$ cat src/rtl/servo_sequencer_if.sv
// Host write port of the servo sequencer: position writes into the shadow
// registers over a valid/ready handshake, plus the bad-channel error pulse.
interface servo_sequencer_if #(
    parameter int N   = 8,
    parameter int NCH = 4
);
    localparam int CH_W = (NCH > 1) ? $clog2(NCH) : 1;

    logic            wr_valid_i;
    logic            wr_ready_o;
    logic [CH_W-1:0] wr_ch_i;
    logic [N-1:0]    wr_pos_i;
    logic            wr_err_o;

    modport master (
        output wr_valid_i,
        output wr_ch_i,
        output wr_pos_i,
        input  wr_ready_o,
        input  wr_err_o
    );

    modport slave (
        input  wr_valid_i,
        input  wr_ch_i,
        input  wr_pos_i,
        output wr_ready_o,
        output wr_err_o
    );
endinterface

$ cat src/rtl/servo_sequencer.sv
// Multi-channel servo frame scheduler. One shared frame/slot timer walks the
// channels in order, each getting a fixed 2 ms slot; the pulse width comes
// from an active register that is reloaded from the host shadow only at frame
// start, so a write never disturbs a frame already in progress.
module servo_sequencer #(
    parameter int CLK_PER_NS = 40,
    parameter int N          = 8,
    parameter int NCH        = 4,
    parameter int FRAME_MS   = 20
) (
    input  logic           clk_i,
    input  logic           rst_i,
    input  logic           run_i,
    input  logic [NCH-1:0] en_i,
    output logic           frame_start_o,
    output logic [NCH-1:0] srv_o,
    servo_sequencer_if.slave wr
);
    localparam int MS_CYC    = 1_000_000 / CLK_PER_NS;
    localparam int STEP_CYC  = MS_CYC >> N;
    localparam int SLOT_CYC  = 2 * MS_CYC;
    localparam int FRAME_CYC = FRAME_MS * MS_CYC;
    localparam int CH_W      = (NCH > 1) ? $clog2(NCH) : 1;
    localparam int SLOT_W    = $clog2(SLOT_CYC);
    localparam int FRAME_W   = $clog2(FRAME_CYC);

    localparam logic [SLOT_W-1:0]  SLOT_LAST  = SLOT_W'(SLOT_CYC - 1);
    localparam logic [SLOT_W-1:0]  BASE_LAST  = SLOT_W'(MS_CYC - 1);
    localparam logic [SLOT_W-1:0]  STEP       = SLOT_W'(STEP_CYC);
    localparam logic [FRAME_W-1:0] FRAME_LAST = FRAME_W'(FRAME_CYC - 1);
    localparam logic [CH_W-1:0]    CH_LAST    = CH_W'(NCH - 1);
    localparam logic [N-1:0]       POS_MID    = N'(1) << (N - 1);

    typedef enum logic [1:0] {IDLE, PULSE, GAP, TAIL} state_t;

    state_t              r_state;
    state_t              w_state_nxt;
    logic [FRAME_W-1:0]  r_frame_cnt;
    logic [FRAME_W-1:0]  w_frame_nxt;
    logic [SLOT_W-1:0]   r_slot_cnt;
    logic [SLOT_W-1:0]   w_slot_nxt;
    logic [CH_W-1:0]     r_ch_idx;
    logic [CH_W-1:0]     w_ch_nxt;
    logic [N-1:0]        r_shadow [NCH];
    logic [N-1:0]        r_active [NCH];
    logic [N-1:0]        w_pos;
    logic [SLOT_W-1:0]   w_width_last;
    logic [NCH-1:0]      w_srv_nxt;
    logic [NCH-1:0]      r_srv;
    logic                r_frame_start;
    logic                r_wr_err;
    logic                w_load;
    logic                w_xfer;
    logic                w_bad_ch;
    logic                w_slot_end;
    logic                w_pulse_end;
    logic                w_frame_end;

    // A frame starts either from IDLE or at the very end of the TAIL period;
    // writes are held off in that cycle so the shadow copy is coherent.
    assign w_frame_end = (r_frame_cnt >= FRAME_LAST);
    assign w_slot_end  = (r_slot_cnt == SLOT_LAST);
    assign w_pulse_end = (r_slot_cnt == w_width_last);
    assign w_load      = run_i && ((r_state == IDLE) || ((r_state == TAIL) && w_frame_end));
    assign w_xfer      = wr.wr_valid_i && !w_load;
    assign w_bad_ch    = (32'(wr.wr_ch_i) >= 32'(NCH));

    assign wr.wr_ready_o = !w_load;
    assign wr.wr_err_o   = r_wr_err;
    assign srv_o         = r_srv;
    assign frame_start_o = r_frame_start;

    // Last pulse cycle of the current channel: MS_CYC + pos*STEP_CYC cycles long.
    always_comb begin
        w_pos = r_active[0];
        for (int k = 0; k < NCH; k++) begin
            if (r_ch_idx == CH_W'(k)) begin
                w_pos = r_active[k];
            end
        end
        w_width_last = BASE_LAST + SLOT_W'(w_pos) * STEP;
    end

    // State register.
    always_ff @(posedge clk_i) begin
        if (rst_i) begin
            r_state <= IDLE;
        end else begin
            r_state <= w_state_nxt;
        end
    end

    // Next-state logic; dropping run_i aborts the frame from any state.
    always_comb begin
        w_state_nxt = r_state;
        if (!run_i) begin
            w_state_nxt = IDLE;
        end else begin
            case (r_state)
                IDLE:    w_state_nxt = PULSE;
                PULSE:   if (w_pulse_end) w_state_nxt = GAP;
                GAP:     if (w_slot_end) w_state_nxt = (r_ch_idx < CH_LAST) ? PULSE : TAIL;
                TAIL:    if (w_frame_end) w_state_nxt = PULSE;
                default: w_state_nxt = IDLE;
            endcase
        end
    end

    // Next values of the frame, slot and channel counters.
    always_comb begin
        w_frame_nxt = r_frame_cnt;
        w_slot_nxt  = r_slot_cnt;
        w_ch_nxt    = r_ch_idx;
        if (!run_i || w_load) begin
            w_frame_nxt = '0;
            w_slot_nxt  = '0;
            w_ch_nxt    = '0;
        end else begin
            case (r_state)
                PULSE: begin
                    w_frame_nxt = r_frame_cnt + FRAME_W'(1);
                    w_slot_nxt  = r_slot_cnt + SLOT_W'(1);
                end
                GAP: begin
                    w_frame_nxt = r_frame_cnt + FRAME_W'(1);
                    if (w_slot_end) begin
                        w_slot_nxt = '0;
                        if (r_ch_idx < CH_LAST) begin
                            w_ch_nxt = r_ch_idx + CH_W'(1);
                        end
                    end else begin
                        w_slot_nxt = r_slot_cnt + SLOT_W'(1);
                    end
                end
                TAIL: begin
                    w_frame_nxt = r_frame_cnt + FRAME_W'(1);
                    w_slot_nxt  = '0;
                end
                default: begin
                    w_frame_nxt = '0;
                    w_slot_nxt  = '0;
                    w_ch_nxt    = '0;
                end
            endcase
        end
    end

    // Counter registers.
    always_ff @(posedge clk_i) begin
        if (rst_i) begin
            r_frame_cnt <= '0;
            r_slot_cnt  <= '0;
            r_ch_idx    <= '0;
        end else begin
            r_frame_cnt <= w_frame_nxt;
            r_slot_cnt  <= w_slot_nxt;
            r_ch_idx    <= w_ch_nxt;
        end
    end

    // Output decode from the upcoming state so srv_o lines up with the slot timer.
    always_comb begin
        w_srv_nxt = '0;
        if (w_state_nxt == PULSE) begin
            for (int k = 0; k < NCH; k++) begin
                if (w_ch_nxt == CH_W'(k)) begin
                    w_srv_nxt[k] = en_i[k];
                end
            end
        end
    end

    // Registered servo outputs and the frame-start pulse.
    always_ff @(posedge clk_i) begin
        if (rst_i) begin
            r_srv         <= '0;
            r_frame_start <= 1'b0;
        end else begin
            r_srv         <= w_srv_nxt;
            r_frame_start <= w_load;
        end
    end

    // Shadow writes from the host, and the shadow-to-active copy at frame start.
    always_ff @(posedge clk_i) begin
        if (rst_i) begin
            r_wr_err <= 1'b0;
            for (int k = 0; k < NCH; k++) begin
                r_shadow[k] <= POS_MID;
                r_active[k] <= POS_MID;
            end
        end else begin
            r_wr_err <= w_xfer && w_bad_ch;
            for (int k = 0; k < NCH; k++) begin
                if (w_xfer && !w_bad_ch && (wr.wr_ch_i == CH_W'(k))) begin
                    r_shadow[k] <= wr.wr_pos_i;
                end
                if (w_load) begin
                    r_active[k] <= r_shadow[k];
                end
            end
        end
    end
endmodule

$ cat src/flat_wrapper.sv
// flat-port wrapper written by rule: the top's interface ports become plain ports
module servo_sequencer_flat 
#(
    parameter int CLK_PER_NS = 40,
    parameter int N          = 8,
    parameter int NCH        = 4,
    parameter int FRAME_MS   = 20
)
  (clk_i, rst_i, run_i, en_i, frame_start_o, srv_o, wr_wr_valid_i, wr_wr_ch_i, wr_wr_pos_i, wr_wr_ready_o, wr_wr_err_o);
  servo_sequencer_if #(.N(N), .NCH(NCH)) wr_i ();
  input  logic clk_i;
  input  logic rst_i;
  input  logic run_i;
  input  logic [NCH-1:0] en_i;
  output logic frame_start_o;
  output logic [NCH-1:0] srv_o;
  input wire logic [$bits(wr_i.wr_valid_i)-1:0] wr_wr_valid_i;
  input wire logic [$bits(wr_i.wr_ch_i)-1:0] wr_wr_ch_i;
  input wire logic [$bits(wr_i.wr_pos_i)-1:0] wr_wr_pos_i;
  output wire logic [$bits(wr_i.wr_ready_o)-1:0] wr_wr_ready_o;
  output wire logic [$bits(wr_i.wr_err_o)-1:0] wr_wr_err_o;
  assign wr_i.wr_valid_i = wr_wr_valid_i;
  assign wr_i.wr_ch_i = wr_wr_ch_i;
  assign wr_i.wr_pos_i = wr_wr_pos_i;
  assign wr_wr_ready_o = wr_i.wr_ready_o;
  assign wr_wr_err_o = wr_i.wr_err_o;
  servo_sequencer #(.CLK_PER_NS(CLK_PER_NS), .N(N), .NCH(NCH), .FRAME_MS(FRAME_MS)) u_core (.clk_i(clk_i), .rst_i(rst_i), .run_i(run_i), .en_i(en_i), .frame_start_o(frame_start_o), .srv_o(srv_o), .wr(wr_i));
endmodule
$ cat config.mk
export PLATFORM = sky130hd
export DESIGN_NAME = servo_sequencer_flat
export DESIGN_NICKNAME = d
export VERILOG_FILES = /design/src/rtl/servo_sequencer_if.sv /design/src/rtl/servo_sequencer.sv /design/src/flat_wrapper.sv
export SDC_FILE = /design/constraint.sdc
export NUM_CORES = 1
export LEC_CHECK = 0
export ABC_AREA = 1
export CAP_MARGIN = 20
export CORE_MARGIN = 1.5
export CORE_UTILIZATION = 30
export DETAILED_ROUTE_END_ITERATION = 16
export PLACE_DENSITY = 0.55
export SLEW_MARGIN = 40
export SYNTH_ARGS = -nofsm -noshare
export SYNTH_HDL_FRONTEND = slang
export SYNTH_SLANG_ARGS = --single-unit
$ cat constraint.sdc
create_clock -name clk_i -period 5.3 [get_ports clk_i]
set_clock_uncertainty 0.05 [all_clocks]
set_input_delay 1.06 -clock clk_i [delete_from_list [all_inputs] [get_ports clk_i]]
set_output_delay 1.06 -clock clk_i [all_outputs]
set_load 0.02 [all_outputs]
# Word-level counts from Yosys, hierarchy flattened
# Memory sizes are Yosys's and may differ from the RTL's.
# Index checks and enable logic that the tools add are counted.
# Widths: inputs -> output; s select.
[word_totals] regBits=44 ram_bits=64 input_bits=18 out_inout_bits=7 memories=2
[classes] add_sub_neg=4 mul=1 order_cmp=2 n_eq_ne=15 muxes=40 n_bitwise=14 reduce_logical=22
[mem_list] name="u_core.r_active" words=4 word_bits=8 read_ports=4 rd_ports_with_merged_regs=0 write_ports=4 line="servo_sequencer.sv:45" rtl="logic [N-1:0] r_active [NCH];"
[mem_list] name="u_core.r_shadow" words=4 word_bits=8 read_ports=4 rd_ports_with_merged_regs=0 write_ports=4 line="servo_sequencer.sv:44" rtl="logic [N-1:0] r_shadow [NCH];"
[ops] operator="$mux 8" n=11
[ops] operator="$pmux 16 s2" n=1
[ops] operator="$add 19x1->19 const B" n=1
[ops] operator="$ge 19x19->1 const B" n=1
[ops] operator="$reduce_or 3->1" n=6
[ops] operator="$mux 1" n=17
[ops] operator="$add 15x15->16 const A" n=1
[ops] operator="$add 16x1->16 const B" n=1
[ops] operator="$eq 16x16->1" n=1
[ops] operator="$eq 16x16->1 const B" n=1
[ops] operator="$eq 2x2->1 const B" n=8
[ops] operator="$mux 16" n=1
[ops] operator="$mux 2" n=8
[ops] operator="$mul 8x7->15 const B" n=1
[ops] operator="$eq 2x1->1 const B" n=5
[ops] operator="$or 1x1->1" n=8
[ops] operator="$pmux 2 s4" n=1
[ops] operator="$logic_and 1x1->1" n=7
[ops] operator="$logic_not 2->1" n=3
[ops] operator="$not 1->1" n=6
[ops] operator="$pmux 2 s2" n=1
[ops] operator="$reduce_or 2->1" n=2
[ops] operator="$add 2x1->2 const B" n=1
[ops] operator="$logic_not 1->1" n=2
[ops] operator="2 further kinds" n=3

# Depth between registers and ports, before layout
# Gate-level depths: netlist of run 1.
[logic_depth] ltp_word=13 depth_mapped=33 ltp_nobuf=33

# Worst setup path before layout of run 1
# No wires, ideal clock.
[synth_path] path_kind="reg-to-reg" start="register u_core.r_ch_idx[1]" end="register u_core.r_srv[0], in the netlist u_core.srv_o[0]" arrival_ps=4187 required_ps=5138 setup_slack_ps=951 stages_incl_launch_ff=28 period_less_slack_ps=4349 path_cell_list="dfxtp_1 -> inv_2 -> nand2_2 -> nand2_1 -> or2_2 -> a22oi_1 -> inv_1 -> ha_1 -> ha_1 -> inv_1 -> fa_1 -> inv_1 -> ha_1 -> ha_1 -> nand2_1 -> nor2_1 -> nand2_1 -> nand2_1 -> xor2_1 -> nand2_1 -> nor2_1 -> nand3_1 -> nand2_1 -> nand2_1 -> nand2_1 -> nand2_1 -> nand3_1 -> nor2_1"
[synth_via] elab_chain_cells=13 word_cells_on_any_way=25 classes_between="add/sub (2); mul (1); order compare (1); eq/ne (5); mux (12); bitwise (2); reduce/logical (2)"
[synth_rtl] element="start: declaration" line="servo_sequencer.sv:42" rtl="logic [CH_W-1:0] r_ch_idx;"
[synth_rtl] element="start signal: assignment" line="servo_sequencer.sv:157" rtl="r_ch_idx <= w_ch_nxt;"
[synth_rtl] element="$eq 2x1->1" line="servo_sequencer.sv:77" rtl="if (r_ch_idx == CH_W'(k)) begin"
[synth_rtl] element="$mux 8 (3 in a row)" line="servo_sequencer.sv:77"
[synth_rtl] element="$mul 8x7->15" line="servo_sequencer.sv:81" rtl="w_width_last = BASE_LAST + SLOT_W'(w_pos) * STEP;"
[synth_rtl] element="$add 15x15->16" line="servo_sequencer.sv:81"
[synth_rtl] element="$eq 16x16->1" line="servo_sequencer.sv:63" rtl="assign w_pulse_end = (r_slot_cnt == w_width_last);"
[synth_rtl] element="$mux 2" line="servo_sequencer.sv:101" rtl="PULSE: if (w_pulse_end) w_state_nxt = GAP;"
[synth_rtl] element="$pmux 2 s4" line="servo_sequencer.sv:99" rtl="case (r_state)"
[synth_rtl] element="$mux 2" line="servo_sequencer.sv:96" rtl="if (!run_i) begin"
[synth_rtl] element="$eq 2x1->1" line="servo_sequencer.sv:164" rtl="if (w_state_nxt == PULSE) begin"
[synth_rtl] element="$not 1->1 (no source line)"
[synth_rtl] element="$reduce_or 3->1 (no source line) (*)"
[synth_rtl] element="end signal: assignment" line="servo_sequencer.sv:179" rtl="r_srv <= w_srv_nxt;"
[synth_rtl] element="end: declaration" line="servo_sequencer.sv:49" rtl="logic [NCH-1:0] r_srv;"
# Mark *: on every way between the ends. The rest lies on a longest branch, timed or not.
# A chain may end at the register's enable or synchronous reset.

# Worst setup path in the final report of run 1
[layout_path] start="register u_core.r_ch_idx[0]" end="register u_core.r_srv[0], in the netlist u_core.srv_o[0]"
# Same word-level chain as after synthesis.

==> implementation parameters, run 1 <==
Parameter                              Value

Run status
  Run status    finished clean

GRT
  Via count of the first global-routing pass    4,602
  Wire length of the first global-routing pass    22,200 um
  GRT overflow    0
  Pin count of the biggest net entering global routing    33
  Antenna violations before repair    0
  Overall track demand over capacity in global routing    0.125

Final layout
  Antenna diode count    0
  Final cell utilization of the core    0.345
  Net count of the finished layout    899
  Synth-to-Final Area Change    12.3%
  Fraction of layout cells with a size suffix above 1    0.0720

Clock network
  CTS HTree Levels    3
  Clock-pin slew on the worst setup and hold paths    80 ps
  Total number of clock tree sinks    108
  Insertion delay to the later sink of the worst-skew pair    360 ps
  Clock Tree Root    sky130_fd_sc_hd__clkbuf_16
  Clock buffer depth    2
  TritonCTS clock tree    built
  Post-cts hold buffer count    0
  Num CTS Buffers    9

Job
  MaxCap Viol Count    0

Power
  Pwr/cell area    270 nW/um^2
  VDD IR-drop max    192 uV
  Leak    0.00317 uW

Setup path
  Slowest cell on crit path    sky130_fd_sc_hd__fa_1
  Slowest stage delay, CP    520 ps
  Critical path data required time    5500 ps
  Worst path most repeated cell    sky130_fd_sc_hd__nand2_1
  Kind of cell with the highest combined delay on the critical path    adder cells
  Element type at the critical path end    register
  Type of the worst setup path    register to register
  Largest fanout of any net on the critical path    8
  Sum of buffers and inverters on the critical path    4
  Worst path arrival time    4970 ps
  Launching element type of the critical path    register

Synthesis
  Count of flip-flops with a built-in enable after synthesis    64
  Warning count from the yosys run    0
  #FFs+latches synth    108
  Portion of synthesized cell area occupied by the leading cell type    0.296
  Most frequently used flop master after synthesis    sky130_fd_sc_hd__edfxtp_1
  Leading post-synthesis cells by cell area    sky130_fd_sc_hd__edfxtp_1 (30%), sky130_fd_sc_hd__dfxtp_1 (14%), sky130_fd_sc_hd__ha_1 (9.8%)
  Number of instances in the synthesized netlist    809
  Post-synthesis async set-or-reset flop share    0
  Nets in the synthesized netlist    880
  Sequential fraction of the synthesis area    0.432
  Library cell with the largest summed area after synthesis    sky130_fd_sc_hd__edfxtp_1
  Syn avg cell area    8.03 sq um
  Synthesized cell area    6490 sq um
  Yosys cell types    47

Floorplanning
  Starting density of the core    0.307
  Number of standard-cell rows in the floorplan    53
  Area of the placeable core    21,200 sq um
  Die outline area    22,500 sq um
  Vert. Die Dim    150 um
  Horiz. Die Dim    150 um
  Number of top-level design ports    25

Route
  Pre-antenna DRT Iters    4
  1st-iter DRT viols    216
  DR DRC count    0
  Aggregate routed wire length    13,100 um
  Post-detailed-route wirelength per cell    11.9 um
  Via density    4.42
  Number of vias after detailed routing    4,897
  Post-detailed-route count of antenna-violating nets    0

Timing
  Transition at the pin with the smallest max-transition slack    738 ps
  Maximum clock frequency    0.210 GHz
  Rel. slew slack    0.507
  Post-route clock period utilization    0.900
  Final setup TNS    0 ps
  Final hold vios    0
  Max Transition Viols Final    0
  Unrepaired setup endpoints after global routing    false
  Number of failing setup endpoints in the final timing report    0
  Clock period minus final worst setup slack    4770 ps

Placement
  Detailed placement HPWL    10,300 um
  # port buffers    23
  Routability Congestion    0.842

Worst hold path
  Path class of the lowest-slack min-delay path    register to register
## routing by layer
metal	routed length (um)	track usage
met1	6390	0.161
met2	6150	0.209
met3	411	0.0273
met4	193	0.0397
met5	0	0
## report_power, final
| part | internal [uW] | switching (uW) | leakage, uW |
|---|---|---|---|
| logic | 138 | 227 | 0.00201 |
| clock network | 336 | 347 | 0.000145 |
| registers | 916 | 10.2 | 0.00101 |
| total | 1390 | 584 | 0.00317 |
## kinds of logic after synthesis
family	after synthesis	share of synthesized area
adders and majority gates	53	0.104
DFF	108	0.432
xor gates and xnor gates	30	0.0405
AOI/OAI and AO/OA	34	0.0318
and+or+nand+nor	436	0.303
buffers and inverters	147	0.0886
other	1	0.000577
## stage by stage
| stage | instances | total power, uW | worst slack (ps) | hold WS, ps | cell area, sq um |
|---|---|---|---|---|---|
| after global placement | 1092 | 1310 | 535 | 382 | 6990 |
| after CTS | 1108 | 2000 | 402 | 403 | 7290 |
| after detailed placement | 1092 | 1310 | 437 | 392 | 6990 |
| final | 1108 | 1970 | 531 | 396 | 7300 |
| after global routing | 1108 | 2070 | 70.2 | 427 | 7300 |
| after floorplan | 809 | 1220 | 951 | 368 | 6490 |
## timing repair
action,CTS,global route
resized for setup,0,2
setup endpoints to repair,0,4
setup buffers,0,0
## synthesized netlist by cell type (2+ instances only)
master,instances
sky130_fd_sc_hd__nor2_1,144
sky130_fd_sc_hd__nand4_1,16
sky130_fd_sc_hd__clkbuf_1,5
sky130_fd_sc_hd__fa_1,2
sky130_fd_sc_hd__inv_2,8
sky130_fd_sc_hd__nand2_2,5
sky130_fd_sc_hd__buf_2,6
sky130_fd_sc_hd__nand3_2,2
sky130_fd_sc_hd__or2_1,3
sky130_fd_sc_hd__edfxtp_1,64
sky130_fd_sc_hd__buf_4,2
sky130_fd_sc_hd__nand2_1,166
sky130_fd_sc_hd__inv_1,123
sky130_fd_sc_hd__a21oi_1,7
sky130_fd_sc_hd__or2_2,10
sky130_fd_sc_hd__dfxtp_1,44
sky130_fd_sc_hd__nor2_2,3
sky130_fd_sc_hd__nor3_1,8
sky130_fd_sc_hd__nand3b_1,8
sky130_fd_sc_hd__a22oi_1,2
sky130_fd_sc_hd__xor2_1,17
sky130_fd_sc_hd__ha_1,51
sky130_fd_sc_hd__nor3_2,7
sky130_fd_sc_hd__and2_1,2
sky130_fd_sc_hd__nor4_1,5
sky130_fd_sc_hd__xnor2_1,13
sky130_fd_sc_hd__o21ai_0,12
sky130_fd_sc_hd__o211ai_1,2
sky130_fd_sc_hd__nand3_1,47
sky130_fd_sc_hd__a31oi_1,4
sky130_fd_sc_hd__nor3b_1,5
## final cells by class
cell class | instances | area, sq um
fillers | 2212 | 13900
multi-input cells | 554 | 3120
flip-flops and latches | 108 | 2800
inverters | 131 | 492
well taps | 275 | 344
repair buffers | 24 | 238
clock buffers | 9 | 225
clock inverters | 7 | 72.6
## worst paths after layout
path | start | endpoint | slack (ps) | depth (start not counted)
min | u_core.r_frame_cnt[0]$_SDFF_PP0_ | u_core.r_frame_cnt[0]$_SDFF_PP0_ | 400 | 1
max reg2reg | u_core.r_ch_idx[0]$_SDFF_PP0_ | u_core.srv_o[0]$_SDFF_PP0_ | 530 | 27
min reg2reg | u_core.r_frame_cnt[0]$_SDFF_PP0_ | u_core.r_frame_cnt[0]$_SDFF_PP0_ | 400 | 1
max | u_core.r_ch_idx[0]$_SDFF_PP0_ | u_core.srv_o[0]$_SDFF_PP0_ | 530 | 27
## sequential cells by signal, summed over array words and instances, names as in the netlist
register and count:
u_core.frame_start_o 1, u_core.r_active 32, u_core.r_state 2, u_core.r_frame_cnt 19, u_core.r_shadow 32, u_core.r_slot_cnt 16
u_core.r_ch_idx 2, u_core.srv_o 4
## placed cells by master (no fill, tap or decap), types with 2 or more instances in the layout
cell type and n:
sky130_fd_sc_hd__inv_1 123, sky130_fd_sc_hd__edfxtp_1 64, sky130_fd_sc_hd__a31oi_1 4, sky130_fd_sc_hd__nor3_1 8, sky130_fd_sc_hd__nor3_2 7, sky130_fd_sc_hd__inv_8 3
sky130_fd_sc_hd__or2_2 10, sky130_fd_sc_hd__nand3_1 47, sky130_fd_sc_hd__nand2_2 5, sky130_fd_sc_hd__nor3b_1 5, sky130_fd_sc_hd__o211ai_1 2, sky130_fd_sc_hd__and2_1 2
sky130_fd_sc_hd__a21oi_1 7, sky130_fd_sc_hd__nor2_1 144, sky130_fd_sc_hd__xor2_1 17, sky130_fd_sc_hd__nor2_2 3, sky130_fd_sc_hd__clkdlybuf4s50_1 23, sky130_fd_sc_hd__clkbuf_16 9
sky130_fd_sc_hd__xnor2_1 13, sky130_fd_sc_hd__o21ai_0 12, sky130_fd_sc_hd__ha_1 51, sky130_fd_sc_hd__fa_1 2, sky130_fd_sc_hd__dfxtp_1 43, sky130_fd_sc_hd__nand4_1 16
sky130_fd_sc_hd__nand2_1 166, sky130_fd_sc_hd__inv_6 2, sky130_fd_sc_hd__or2_1 3, sky130_fd_sc_hd__inv_2 8, sky130_fd_sc_hd__nand3_2 2, sky130_fd_sc_hd__nand3b_1 8
sky130_fd_sc_hd__nor4_1 5
Note: power is estimated with default switching activity, not from simulation.
==> run 2, diff against run 1 <==
--- a/config.mk
+++ b/config.mk
@@ -11,6 +11,7 @@
 export CORE_UTILIZATION = 30
 export DETAILED_ROUTE_END_ITERATION = 16
 export PLACE_DENSITY = 0.55
+export REMOVE_ABC_BUFFERS = 1
 export SLEW_MARGIN = 40
 export SYNTH_ARGS = -nofsm -noshare
 export SYNTH_HDL_FRONTEND = slang
==> run 2 against run 1 <==
  * Cell count hardly changed
  * Power shrank 1.7%
  * Highest routed layer unchanged
  * Sequential share of layout area about the same
  * Setup slack got worse by 82 ps
  * Clock-buffer cell count is 1 higher
  * Worst hold slack better by 5.3 ps
  * Largest power group unchanged
  * Non-clock buffer count increased by 1
  * Sequential power is essentially flat
  * Die area unchanged
  * First-iteration DRC count up 6.5%
==> implementation parameters, run 2 (synthesis results as in run 1) <==
Parameter                              Value

Run status
  Run status    finished clean

Setup path
  Kind of cell with the highest combined delay on the critical path    adder cells
  R2R setup slack    450 ps
  Slowest cell on crit path    sky130_fd_sc_hd__fa_1
  Critical Path Stages    27
  Type of the worst setup path    register to register
  Largest fanout of any net on the critical path    8
  Launching element type of the critical path    register
  R2R cell count    27
  Worst path arrival time    5050 ps
  Capturing point of the worst reg2reg path    u_core.srv_o[1]$_SDFF_PP0_
  Element type at the critical path end    register
  Crit path capture    u_core.srv_o[1]$_SDFF_PP0_
  Critical path origin    u_core.r_ch_idx[0]$_SDFF_PP0_
  Critical path data required time    5500 ps
  Slowest stage delay, CP    530 ps
  Worst flop-to-flop path startpoint    u_core.r_ch_idx[0]$_SDFF_PP0_
  Sum of buffers and inverters on the critical path    4
  Worst path most repeated cell    sky130_fd_sc_hd__nand2_1

Final layout
  Antenna diode count    0
  Net count of the finished layout    900
  Registers with the most flip-flops    u_core.r_active x32, u_core.r_shadow x32, u_core.r_frame_cnt x19
  Post-route non-filler standard cell count    1,109
  Fraction of layout cells with a size suffix above 1    0.0695
  Synth-to-Final Area Change    12.2%
  Commonest non-fill, non-tap cells in the layout    sky130_fd_sc_hd__nand2_1 (166), sky130_fd_sc_hd__nor2_1 (144), sky130_fd_sc_hd__inv_1 (123)
  Final cell utilization of the core    0.344
  Commonest non-fill, non-tap cell in the layout    sky130_fd_sc_hd__nand2_1

Route
  Via density    4.38
  Aggregate routed wire length    13,000 um
  Post-detailed-route count of antenna-violating nets    0
  1st-iter DRT viols    230
  Number of vias after detailed routing    4,858
  Pre-antenna DRT Iters    4
  DR DRC count    0
  Post-detailed-route wirelength per cell    11.7 um

Placement
  Post-Place Cells    1,093
  # port buffers    23
  Worst slack at placement    508 ps
  Routability Congestion    0.812
  Detailed placement HPWL    10,300 um

Timing
  Max Transition Viols Final    0
  Final setup slack of the worst path    449 ps
  Transition at the pin with the smallest max-transition slack    702 ps
  Clock period minus final worst setup slack    4850 ps
  Unrepaired setup endpoints after global routing    false
  Number of failing setup endpoints in the final timing report    0
  Maximum clock frequency    0.206 GHz
  Final hold vios    0
  Final setup TNS    0 ps
  Rel. slew slack    0.528
  Post-route clock period utilization    0.915

Clock network
  Clock Tree Root    sky130_fd_sc_hd__clkbuf_16
  Total number of clock tree sinks    108
  Setup repair bufs after CTS    0
  TritonCTS clock tree    built
  Insertion delay to the later sink of the worst-skew pair    350 ps
  # resized after CTS    0
  CTS HTree Levels    3
  Clock buffer depth    2
  Clock-pin slew on the worst setup and hold paths    70 ps
  Num CTS Buffers    9
  Post-cts hold buffer count    0

GRT
  Antenna violations before repair    0
  Pin count of the biggest net entering global routing    33
  Overall track demand over capacity in global routing    0.124
  Via count of the first global-routing pass    4,530
  GRT overflow    0
  Wire length of the first global-routing pass    22,000 um

Floorplanning
  Number of top-level design ports    25
  Vert. Die Dim    150 um
  Horiz. Die Dim    150 um
  Number of standard-cell rows in the floorplan    53
  Die outline area    22,500 sq um
  Area of the placeable core    21,200 sq um
  Starting density of the core    0.307

Power
  Share of total power in sequential cells    0.477
  Fraction of power spent switching nets    0.287
  Pwr/cell area    266 nW/um^2
  Leak    0.00317 uW
  VDD IR-drop max    203 uV
  P_int    1380 uW
  Power spent charging and discharging nets    556 uW
  Part of the power in the clock network    0.335
  Part of the total power dissipated in combinational logic    0.188

Worst hold path
  Path class of the lowest-slack min-delay path    register to register

Job
  MaxCap Viol Count    0
==> run 2: cell type report <==
cell class	count	area, sq um
Sequential cell	108	2800
Inverter	131	492
Timing Repair Buffer	25	245
Tap cell	275	344
Fill cell	2235	13900
Multi-Input combinational cell	554	3120
Clock buffer	10	229
Clock inverter	6	55.1
==> run 2: power by group through the flow <==
| stage | Clock [uW] | Combinational (uW) | Sequential, uW |
|---|---|---|---|
| finish | 651 | 364 | 925 |
| global route | 703 | 421 | 928 |
| detailed placement | 0 | 366 | 945 |
| global placement | 0 | 365 | 945 |
| floorplan | 0 | 274 | 941 |
| CTS | 677 | 368 | 926 |
==> run 2: how the worst min path moves through the flow <==
stage,from,to,slack (ps),depth (start not counted)
2_1_floorplan,u_core.r_frame_cnt[0]$_SDFF_PP0_,u_core.r_frame_cnt[0]$_SDFF_PP0_,370,1
3_3_place_gp,u_core.r_frame_cnt[0]$_SDFF_PP0_,u_core.r_frame_cnt[0]$_SDFF_PP0_,380,1
3_5_place_dp,u_core.r_frame_cnt[0]$_SDFF_PP0_,u_core.r_frame_cnt[0]$_SDFF_PP0_,400,1
4_1_cts,u_core.r_frame_cnt[0]$_SDFF_PP0_,u_core.r_frame_cnt[0]$_SDFF_PP0_,410,1
5_1_grt,u_core.r_frame_cnt[0]$_SDFF_PP0_,u_core.r_frame_cnt[0]$_SDFF_PP0_,420,1
6_report,u_core.r_frame_cnt[0]$_SDFF_PP0_,u_core.r_frame_cnt[0]$_SDFF_PP0_,400,1
==> run 2: metrics by stage <==
step	power [uW]	instance area, sq um	hold slack [ps]
floorplan	1210	6410	368
global placement	1310	7000	381
detailed placement	1310	7000	396
CTS	1970	7280	407
global route	2050	7280	422
finish	1940	7280	401
==> run 2: routing by layer <==
metal,up-vias,wire [um],GRT usage
met1,2155,6380,0.160
met3,17,276,0.0203
li1,2633,-,-
met4,0,296,0.0534
met5,-,0,0
met2,53,6050,0.204
==> run 2: worst reg2reg max path, stage by stage (launching register included) <==
cell                      delay, ps
sky130_fd_sc_hd__dfxtp_1        430
sky130_fd_sc_hd__inv_2          110
sky130_fd_sc_hd__nand2_1        110
sky130_fd_sc_hd__nand2_1        100
sky130_fd_sc_hd__or2_2          280
sky130_fd_sc_hd__a22oi_1        250
sky130_fd_sc_hd__inv_1          120
sky130_fd_sc_hd__ha_1           340
sky130_fd_sc_hd__ha_1           290
sky130_fd_sc_hd__inv_1           50
sky130_fd_sc_hd__fa_1           530
sky130_fd_sc_hd__inv_1           50
sky130_fd_sc_hd__ha_1           280
sky130_fd_sc_hd__ha_1           370
sky130_fd_sc_hd__nand2_1         70
sky130_fd_sc_hd__nor2_1         190
sky130_fd_sc_hd__nand2_1        130
sky130_fd_sc_hd__nand2_1        130
sky130_fd_sc_hd__xor2_1         160
sky130_fd_sc_hd__nand2_1         60
sky130_fd_sc_hd__nor2_1         100
sky130_fd_sc_hd__nand3_1        110
sky130_fd_sc_hd__nand2_1         70
sky130_fd_sc_hd__nand2_1         50
sky130_fd_sc_hd__nand2_1         60
sky130_fd_sc_hd__nand2_1         90
sky130_fd_sc_hd__nand3_1        110
sky130_fd_sc_hd__nor2_1          60
==> run 3, diff against run 2 <==
--- a/config.mk
+++ b/config.mk
@@ -8,9 +8,9 @@
 export ABC_AREA = 1
 export CAP_MARGIN = 20
 export CORE_MARGIN = 1.5
-export CORE_UTILIZATION = 30
+export CORE_UTILIZATION = 40
 export DETAILED_ROUTE_END_ITERATION = 16
-export PLACE_DENSITY = 0.55
+export PLACE_DENSITY = 0.66
 export REMOVE_ABC_BUFFERS = 1
 export SLEW_MARGIN = 40
 export SYNTH_ARGS = -nofsm -noshare
==> run 3 against run 2 <==
  * Routed wire length is 3.3% lower
  * Die area is 25% lower
  * Critical path depth stayed put
  * Sequential share of layout area is 0.36 points higher
  * Non-clock buffer count is 1 lower
  * Worst hold slack better by 4.8 ps
  * Combinational power is 2% lower
  * Power is 0.76% higher
==> implementation parameters, run 3 (synthesis results as in run 1) <==
Parameter                              Value

Route
  Via density    4.57
  Aggregate routed wire length    12,600 um
  DR DRC count    0
  Post-detailed-route count of antenna-violating nets    0
  1st-iter DRT viols    235
  Pre-antenna DRT Iters    4
  Number of vias after detailed routing    4,789
  Post-detailed-route wirelength per cell    12.0 um

Worst hold path
  Launch instance of the worst min-delay path    u_core.r_frame_cnt[0]$_SDFF_PP0_
  Hold-critical path depth    1
  Destination of the worst hold path    u_core.r_frame_cnt[0]$_SDFF_PP0_
  Path class of the lowest-slack min-delay path    register to register

Placement
  Instance area after placement    6920 sq um
  Routability Congestion    0.844
  # port buffers    23
  Detailed placement HPWL    9830 um

Power
  Leak    0.00317 uW
  VDD IR-drop max    219 uV
  Pwr/cell area    271 nW/um^2

Setup path
  Capturing point of the worst reg2reg path    u_core.srv_o[0]$_SDFF_PP0_
  Element type at the critical path end    register
  R2R setup slack    520 ps
  Type of the worst setup path    register to register
  R2R cell count    27
  Largest fanout of any net on the critical path    8
  Critical path data required time    5500 ps
  Worst path arrival time    4990 ps
  Worst flop-to-flop path startpoint    u_core.r_ch_idx[0]$_SDFF_PP0_
  Launching element type of the critical path    register

Run status
  Run status    finished clean

Final layout
  Fraction of layout cells with a size suffix above 1    0.0720
  Final cell utilization of the core    0.454
  Registers with the most flip-flops    u_core.r_active x32, u_core.r_shadow x32, u_core.r_frame_cnt x19
  Cell area after layout    7220 sq um
  Antenna diode count    0
  Synth-to-Final Area Change    11.2%
  Net count of the finished layout    899
  Commonest non-fill, non-tap cell in the layout    sky130_fd_sc_hd__nand2_1
  Commonest non-fill, non-tap cells in the layout    sky130_fd_sc_hd__nand2_1 (165), sky130_fd_sc_hd__nor2_1 (144), sky130_fd_sc_hd__inv_1 (123)

Timing
  Clock period minus final worst setup slack    4780 ps
  Unrepaired setup endpoints after global routing    false
  Transition at the pin with the smallest max-transition slack    697 ps
  Final setup TNS    0 ps
  Number of failing setup endpoints in the final timing report    0
  Maximum clock frequency    0.209 GHz
  Post-route clock period utilization    0.903
  Rel. slew slack    0.534
  Worst Hold Slack    406 ps
  Max Transition Viols Final    0
  Final hold vios    0

GRT
  Antenna violations before repair    0
  Wire length of the first global-routing pass    21,000 um
  GRT overflow    0
  Via count of the first global-routing pass    4,414
  Overall track demand over capacity in global routing    0.159
  Pin count of the biggest net entering global routing    33

Clock network
  Clock buffer depth    2
  Post-cts hold buffer count    0
  Num CTS Buffers    9
  CTS HTree Levels    3
  Total number of clock tree sinks    108
  TritonCTS clock tree    built
  Clock Tree Root    sky130_fd_sc_hd__clkbuf_16
  Clock-pin slew on the worst setup and hold paths    70 ps
  Insertion delay to the later sink of the worst-skew pair    360 ps

Floorplanning
  Die outline area    17,000 sq um
  Vert. Die Dim    130 um
  Horiz. Die Dim    130 um
  Number of standard-cell rows in the floorplan    46
  Number of top-level design ports    25
  Starting density of the core    0.409
  Area of the placeable core    15,900 sq um

Job
  MaxCap Viol Count    0
==> run 3: where the power goes <==
group          switching [uW]  leakage (uW)  internal [uW]  total (uW)
Combinational             220       0.00201            137         358
Sequential               9.23       0.00101            916         925
Clock                     336      0.000148            336         672
Total                     566       0.00317           1390        1950
==> run 3: per-stage QoR <==
stage / cells / worst slack (ps) / power, uW
2_1_floorplan: 793 / 951 / 1210
3_3_place_gp: 1033 / 578 / 1300
3_5_place_dp: 1033 / 451 / 1300
4_1_cts: 1049 / 427 / 1980
5_1_grt: 1049 / 14.4 / 2060
6_report: 1049 / 516 / 1950
==> run 3: layer usage <==
layer	GRT usage	wire, um
met1	0.213	6190
met3	0.0289	332
met4	0.0549	200
met2	0.261	5850
met5	0	0
==> run 3: cell type report <==
cell class | count | area [sq um]
clock buffer | 9 | 225
clock inverter | 7 | 71.3
fill | 1605 | 8670
inverter | 131 | 492
multi-input combinational | 554 | 3120
sequential | 108 | 2800
tap | 216 | 270
timing repair buffer | 24 | 238
==> run 3: critical path: stages, from the launching register on <==
cell,delay (ps)
sky130_fd_sc_hd__dfxtp_1,440
sky130_fd_sc_hd__inv_2,110
sky130_fd_sc_hd__nand2_1,120
sky130_fd_sc_hd__nand2_1,100
sky130_fd_sc_hd__or2_2,280
sky130_fd_sc_hd__a22oi_1,260
sky130_fd_sc_hd__inv_1,130
sky130_fd_sc_hd__ha_1,340
sky130_fd_sc_hd__ha_1,290
sky130_fd_sc_hd__inv_1,50
sky130_fd_sc_hd__fa_1,520
sky130_fd_sc_hd__inv_1,40
sky130_fd_sc_hd__ha_1,280
sky130_fd_sc_hd__ha_1,360
sky130_fd_sc_hd__nand2_1,70
sky130_fd_sc_hd__nor2_1,170
sky130_fd_sc_hd__nand2_1,120
sky130_fd_sc_hd__nand2_1,120
sky130_fd_sc_hd__xor2_1,150
sky130_fd_sc_hd__nand2_1,60
sky130_fd_sc_hd__nor2_1,100
sky130_fd_sc_hd__nand3_1,110
sky130_fd_sc_hd__nand2_1,70
sky130_fd_sc_hd__nand2_1,50
sky130_fd_sc_hd__nand2_1,60
sky130_fd_sc_hd__nand2_1,80
sky130_fd_sc_hd__nand3_1,100
sky130_fd_sc_hd__nor2_1,50
==> run 3: what timing repair did <==
item	CTS	global route
gates resized for setup	0	1
buffers inserted	0	0
setup endpoints to repair	0	4
==> run 3: worst max-delay path by stage <==
stage	start	endpoint	slack (ps)	cells past startpoint
after global placement	u_core.r_ch_idx[1]$_SDFF_PP0_	u_core.srv_o[0]$_SDFF_PP0_	580	27
after global routing	u_core.r_ch_idx[0]$_SDFF_PP0_	u_core.srv_o[1]$_SDFF_PP0_	10	27
after CTS	u_core.r_ch_idx[1]$_SDFF_PP0_	u_core.srv_o[0]$_SDFF_PP0_	430	27
after detailed placement	u_core.r_ch_idx[1]$_SDFF_PP0_	u_core.srv_o[0]$_SDFF_PP0_	450	27
after floorplan	u_core.r_ch_idx[1]$_SDFF_PP0_	u_core.srv_o[0]$_SDFF_PP0_	950	27
final	u_core.r_ch_idx[0]$_SDFF_PP0_	u_core.srv_o[0]$_SDFF_PP0_	520	27
